`src/rtl/bcd_to_binary_seq.sv`:
```
// Sequential BCD-to-binary converter (reverse double-dabble), one result bit per clock.
// Optional invalid-digit detection is built when BCD_DIGIT_CHECK_EN is defined.
module bcd_to_binary_seq #(
   parameter int DIGITS    = 2,
   parameter int BIN_WIDTH = 7
) (
   input  logic                   i_Clk,
   input  logic                   i_Rst_L,
   input  logic                   i_Start,
   input  logic [4*DIGITS-1:0]    i_BCD,
   output logic                   o_Busy,
   output logic                   o_Done,
   output logic [BIN_WIDTH-1:0]   o_Binary,
   output logic                   o_Error
);

   localparam int BCD_W = 4 * DIGITS;
   localparam int CNT_W = $clog2(BIN_WIDTH + 1);
   localparam logic [CNT_W-1:0] LAST_CNT = CNT_W'(BIN_WIDTH - 1);

   typedef enum logic [1:0] {IDLE, SHIFT, DONE} state_t;

   state_t                    state;
   state_t                    state_next;
   logic [BCD_W-1:0]          bcd_sr;
   logic [BIN_WIDTH-1:0]      bin_sr;
   logic [CNT_W-1:0]          cnt;
   logic [BCD_W+BIN_WIDTH-1:0] shifted;
   logic [BCD_W-1:0]          bcd_next;
   logic [BIN_WIDTH-1:0]      bin_next;
   logic                      last_shift;

   // Digits are corrected independently; a digit never borrows from its neighbour.
   function automatic logic [BCD_W-1:0] fix_digits(input logic [BCD_W-1:0] v);
      logic [BCD_W-1:0] r;
      r = v;
      for (int d = 0; d < DIGITS; d++) begin
         if (v[4*d +: 4] >= 4'd8) r[4*d +: 4] = v[4*d +: 4] - 4'd3;
      end
      return r;
   endfunction

   assign shifted    = {bcd_sr, bin_sr} >> 1;
   assign bcd_next   = fix_digits(shifted[BCD_W+BIN_WIDTH-1:BIN_WIDTH]);
   assign bin_next   = shifted[BIN_WIDTH-1:0];
   assign last_shift = (state == SHIFT) && (cnt == LAST_CNT);

`ifdef BCD_DIGIT_CHECK_EN
   logic bcd_invalid;
   logic error_q;

   always_comb begin
      bcd_invalid = 1'b0;
      for (int d = 0; d < DIGITS; d++) begin
         if (i_BCD[4*d +: 4] > 4'd9) bcd_invalid = 1'b1;
      end
   end

   always_ff @(posedge i_Clk or negedge i_Rst_L) begin
      if (!i_Rst_L) begin
         error_q <= 1'b0;
      end else if (state == IDLE && i_Start) begin
         error_q <= bcd_invalid;
      end
   end

   assign o_Error = error_q;
`else
   assign o_Error = 1'b0;
`endif

   always_ff @(posedge i_Clk or negedge i_Rst_L) begin
      if (!i_Rst_L) state <= IDLE;
      else          state <= state_next;
   end

   always_comb begin
      state_next = state;
      o_Busy     = 1'b0;
      o_Done     = 1'b0;
      case (state)
         IDLE: begin
            if (i_Start) begin
`ifdef BCD_DIGIT_CHECK_EN
               state_next = bcd_invalid ? DONE : SHIFT;
`else
               state_next = SHIFT;
`endif
            end
         end
         SHIFT: begin
            o_Busy = 1'b1;
            if (cnt == LAST_CNT) state_next = DONE;
         end
         DONE: begin
            o_Done     = 1'b1;
            state_next = IDLE;
         end
         default: state_next = IDLE;
      endcase
   end

   // The result register only moves on the final shift, so it holds across idle time.
   always_ff @(posedge i_Clk or negedge i_Rst_L) begin
      if (!i_Rst_L) begin
         bcd_sr   <= '0;
         bin_sr   <= '0;
         cnt      <= '0;
         o_Binary <= '0;
      end else begin
         case (state)
            IDLE: begin
               if (i_Start) begin
                  bcd_sr <= i_BCD;
                  bin_sr <= '0;
                  cnt    <= '0;
`ifdef BCD_DIGIT_CHECK_EN
                  if (bcd_invalid) o_Binary <= '0;
`endif
               end
            end
            SHIFT: begin
               bcd_sr <= bcd_next;
               bin_sr <= bin_next;
               cnt    <= cnt + 1'b1;
               if (last_shift) o_Binary <= bin_next;
            end
            default: ;
         endcase
      end
   end

endmodule

```
`config.mk`:
```
export PLATFORM = sky130hd
export DESIGN_NAME = bcd_to_binary_seq
export DESIGN_NICKNAME = d
export VERILOG_FILES = /design/src/rtl/bcd_to_binary_seq.sv
export SDC_FILE = /design/constraint.sdc
export NUM_CORES = 1
export LEC_CHECK = 0
export ABC_AREA = 0
export BUFFER_PORTS_ARGS = -buffer_cell sky130_fd_sc_hd__buf_2
export CELL_PAD_IN_SITES_DETAIL_PLACEMENT = 2
export CELL_PAD_IN_SITES_GLOBAL_PLACEMENT = 2
export CORE_MARGIN = 10
export CORE_UTILIZATION = 38
export CTS_CLUSTER_DIAMETER = 200
export DETAILED_ROUTE_END_ITERATION = 16
export MAX_ROUTING_LAYER = met4
export PLACE_DENSITY_LB_ADDON = 0.1
export SETUP_SLACK_MARGIN = 0.02
export SLEW_MARGIN = 40
export SYNTH_ARGS = -nofsm -noshare
export SYNTH_HDL_FRONTEND = slang
export SYNTH_SLANG_ARGS = --single-unit
```
`constraint.sdc`:
```
create_clock -name i_Clk -period 3.8 [get_ports i_Clk]
set_clock_uncertainty 0.15 [all_clocks]
set_input_delay 0.38 -clock i_Clk [delete_from_list [all_inputs] [get_ports i_Clk]]
set_output_delay 0.38 -clock i_Clk [all_outputs]
set_load 0.01 [all_outputs]
```
Word-level counts from Yosys, hierarchy flattened
Index checks and enable logic that the tools add are counted.
{"block": "totals", "inputBits": 11, "regBits": 27, "elab_cells": 34}
{"block": "classes", "n_addsub": 3, "reduce_logical": 6, "n_lt_le_gt_ge": 2, "mux": 13, "n_eq_ne": 5}
{"operator": "$pmux 8 s2", "n": 1}
{"operator": "$pmux 7 s2", "n": 1}
{"operator": "$mux 4", "n": 2}
{"operator": "$mux 8", "n": 1}
{"operator": "$mux 7", "n": 1}
{"operator": "$pmux 3 s2", "n": 1}
{"operator": "$reduce_and 2->1", "n": 3}
{"operator": "$ge 3x4->1 const B", "n": 1}
{"operator": "$ge 4x4->1 const B", "n": 1}
{"operator": "$mux 2", "n": 2}
{"operator": "$pmux 2 s2", "n": 1}
{"operator": "$sub 3x2->4 const B", "n": 1}
{"operator": "$sub 4x2->4 const B", "n": 1}
{"operator": "$add 3x1->3 const B", "n": 1}
{"operator": "$eq 3x3->1 const B", "n": 1}
{"operator": "$mux 3", "n": 1}
{"operator": "$eq 2x1->1 const B", "n": 1}
{"operator": "$eq 2x2->1 const B", "n": 1}
{"operator": "$logic_not 2->1", "n": 1}
{"operator": "$mux 1", "n": 2}
{"operator": "$ne 2x1->1 const B", "n": 1}
{"operator": "$ne 2x2->1 const B", "n": 1}
{"operator": "$reduce_bool 2->1", "n": 1}
{"operator": "$logic_and 1x1->1", "n": 1}

Longest topological paths before layout
{"block": "depth", "word_depth": 3, "ltp_mapped": 5, "ltp_nobuf": 5}

Least setup slack after synthesis
No wires, ideal clock.
{"block": "synth_path", "path_kind": "reg2out", "start": "register state[1]", "end": "output o_Busy", "path_stages_with_launch": 4, "required_ps": 3270, "setup_slack_ps": 2390, "arrival_time_ps": 880, "path_buffers": 1, "cell_sequence": "dfrtp_1 nand2b_2 inv_4 buf_4"}
{"block": "synth_between", "elab_chain_cells": 2}
{"item": "start: declaration", "line": "23", "text": "state_t state;"}
{"item": "start signal: assignment", "line": "74", "text": "else state <= state_next;"}
{"item": "$eq 2x1->1", "line": "81", "text": "case (state)"}
{"item": "$mux 1", "line": "81"}
{"item": "end: declaration", "line": "11", "text": "output logic o_Busy,"}
No other way between the ends.

Final worst setup path
Same ends and word-level chain as after synthesis.

==> results.cfg <==
[clock_tree]
cts_buffers = 3
cts_buffer_depth = 2
ctsHtreeMaxLevel = 1
cts_sinks = 26
cts_root_buffer = clkbuf_4
clock_latency_ns = 0.34
path_clk_slew_ns = 0.15
cts_tree = yes

[drt]
dr.pass1.iters = 3
drtAntennaViolNets = 0
finalWirelength_mm = 2.54
drt-initial-drc-count = 39
detail_route.wl_per_cell_um = 16.7
avgViaCountPerCell = 5.17
route.detailed.drc = 0
vias = 786

[yosys]
syn-cell-area_mm2 = 0.00117
synthArstFlopShare_pct = 100
yosysUniqueCellTypes = 29
synth_nets = 113
seq_area_frac_synth_pct = 55.7
synth_edf_count = 0
ys_ff_latch = 26
yosysWarnings = 0
syn_area_per_cell_um2 = 11.9
synth_area_leader_cell = dfrtp_1
ys_top_cells_by_area = dfrtp_1 (56%), mux2_2 (6.8%), a22o_1 (4.5%)
netlist_instances = 98
synth.top_cell.area_share_pct = 55.7
synth_ff_type = dfrtp_1

[die]
dieArea_mm2 = 0.00569
ios = 21
die_h_um = 75.4
row_count = 20
start_util_pct = 38.9
die_w_um = 75.4
fp.coreArea_mm2 = 0.00300

[power]
p_leak_nw = 0.684
power_mw = 1.09
power.density_mw_per_mm2 = 809
ir_drop_mv = 0.364

[run]
cap_violations = 0

[placement]
hpwlAfterDp_mm = 1.80
gp_congestion = 0.786
place_area_mm2 = 0.00129
io_buffer_count = 19

[critical_path]
crit_arrival_ns = 1.41
worstPathMaxFanout = 16
setup.worst_path.start_class = register
cp-end-kind = output port
reg2reg_slack_ns = 2.16
critPathRequiredTime_ns = 3.27
worstSetupPathType = reg2out

[worst_hold_path]
min_path_type = in2reg

[timing]
fin_crit_sh_pct = 51.1
hold_viol_final = 0
fin_tns_setup_ns = 0
setup_violations = 0
rsz0062_at_grt = false
min_period_ns = 1.94
relSlewSlack_pct = 61.6
max_slew.worst_pin.slew_ns = 0.576
slew_viol_final = 0
fmax_mhz = 515

[grt]
grt_pass1_wl_mm = 4.31
track_usage_pct = 10.3
grt_pass1_vias = 874
gr-total-overflow = 0
grt_antenna_before_repair = 0
grt_max_degree = 27

[cells_and_area]
diodes = 0
layout_common_cells = dfrtp_1 (26), buf_2 (19), nand2_1 (9)
area_delta_synth_final_pct = 15.5
nets = 135
design_area_mm2 = 0.00135
drive_above_1_share_pct = 28.6
final_common_cell = dfrtp_1

[status]
status = completed
==> flip-flops by register name (all words and copies together), names as in the netlist <==
name	count
o_Binary	7
state	2
bcd_sr	8
cnt	3
bin_sr	6
==> metrics by stage <==
stage               setup slack (ns)  cells  hold slack [ns]  utilization, %
floorplan                       2.39     98          -0.0656               -
global placement                2.25    147            0.269            42.8
detailed placement              2.18    147            0.275            42.8
CTS                             1.84    152            0.131            44.9
global route                    1.75    152            0.123            44.9
finish                          1.86    152            0.139            44.9
==> final cells by class <==
class	count	area [um^2]
inverter	7	28.8
multi-input combinational	61	463
fill	315	1650
timing repair buffer	21	113
clock inverter	1	30.0
tap	33	41.3
sequential	26	651
clock buffer	3	22.5
==> power breakdown <==
group | switching (mW) | total (mW) | internal [mW]
combinational | 0.209 | 0.406 | 0.197
sequential | 0.0988 | 0.493 | 0.394
clock | 0.0852 | 0.192 | 0.107
total | 0.393 | 1.09 | 0.698
==> synth_stat cells (all sizes together) (2+ instances only) <==
cell type	instances
mux2	7
buf	4
inv	7
a31oi	2
mux2i	5
nand2	9
a22o	6
a21oi	2
ha	4
nor2	3
dfrtp	26
o21ai	8
==> worst paths after layout <==
check | depth (start not counted) | end | start
worst max-delay path | 3 | o_Busy | state[1]
worst min-delay path | 2 | bcd_sr[7] | i_BCD[7]
worst max register to register | 4 | o_Binary[0] | state[1]
worst min register to register | 2 | bcd_sr[5] | bcd_sr[5]
max in group asynchronous | 2 | o_Binary[3] | i_Rst_L
min in group asynchronous | 2 | bcd_sr[3] | i_Rst_L
==> critical path: stages (launching register included) <==
cell	delay, ns
dfrtp_1	0.45
nand2b_2	0.25
inv_4	0.20
buf_2	0.17
==> logic make-up after synthesis <==
group | count (synthesis) | share of synthesized area [%]
flops | 26 | 55.7
compound gates | 23 | 13.6
simple gates | 19 | 8.90
mux | 12 | 11.0
buf+inv | 11 | 4.61
fa+ha+maj | 4 | 4.29
xor+xnor | 2 | 1.50
other cells | 1 | 0.321
==> what timing repair did <==
| action | in CTS | in global routing |
|---|---|---|
| endpoints found under the hold margin | 26 | 0 |
| hold buffers | 1 | 0 |
| resized for setup | 0 | 0 |
| setup buffers | 0 | 0 |
==> per-layer routing <==
| layer | vias to the layer above | routed length [um] | global-route usage, % |
|---|---|---|---|
| met2 | 14 | 1220 | 15.5 |
| met1 | 388 | 1150 | 12.3 |
| met5 | - | 0 | - |
| met4 | 0 | 51 | 4.95 |
| li1 | 379 | - | - |
| met3 | 5 | 121 | 3.39 |
Note: power is estimated with default switching activity, not from simulation.
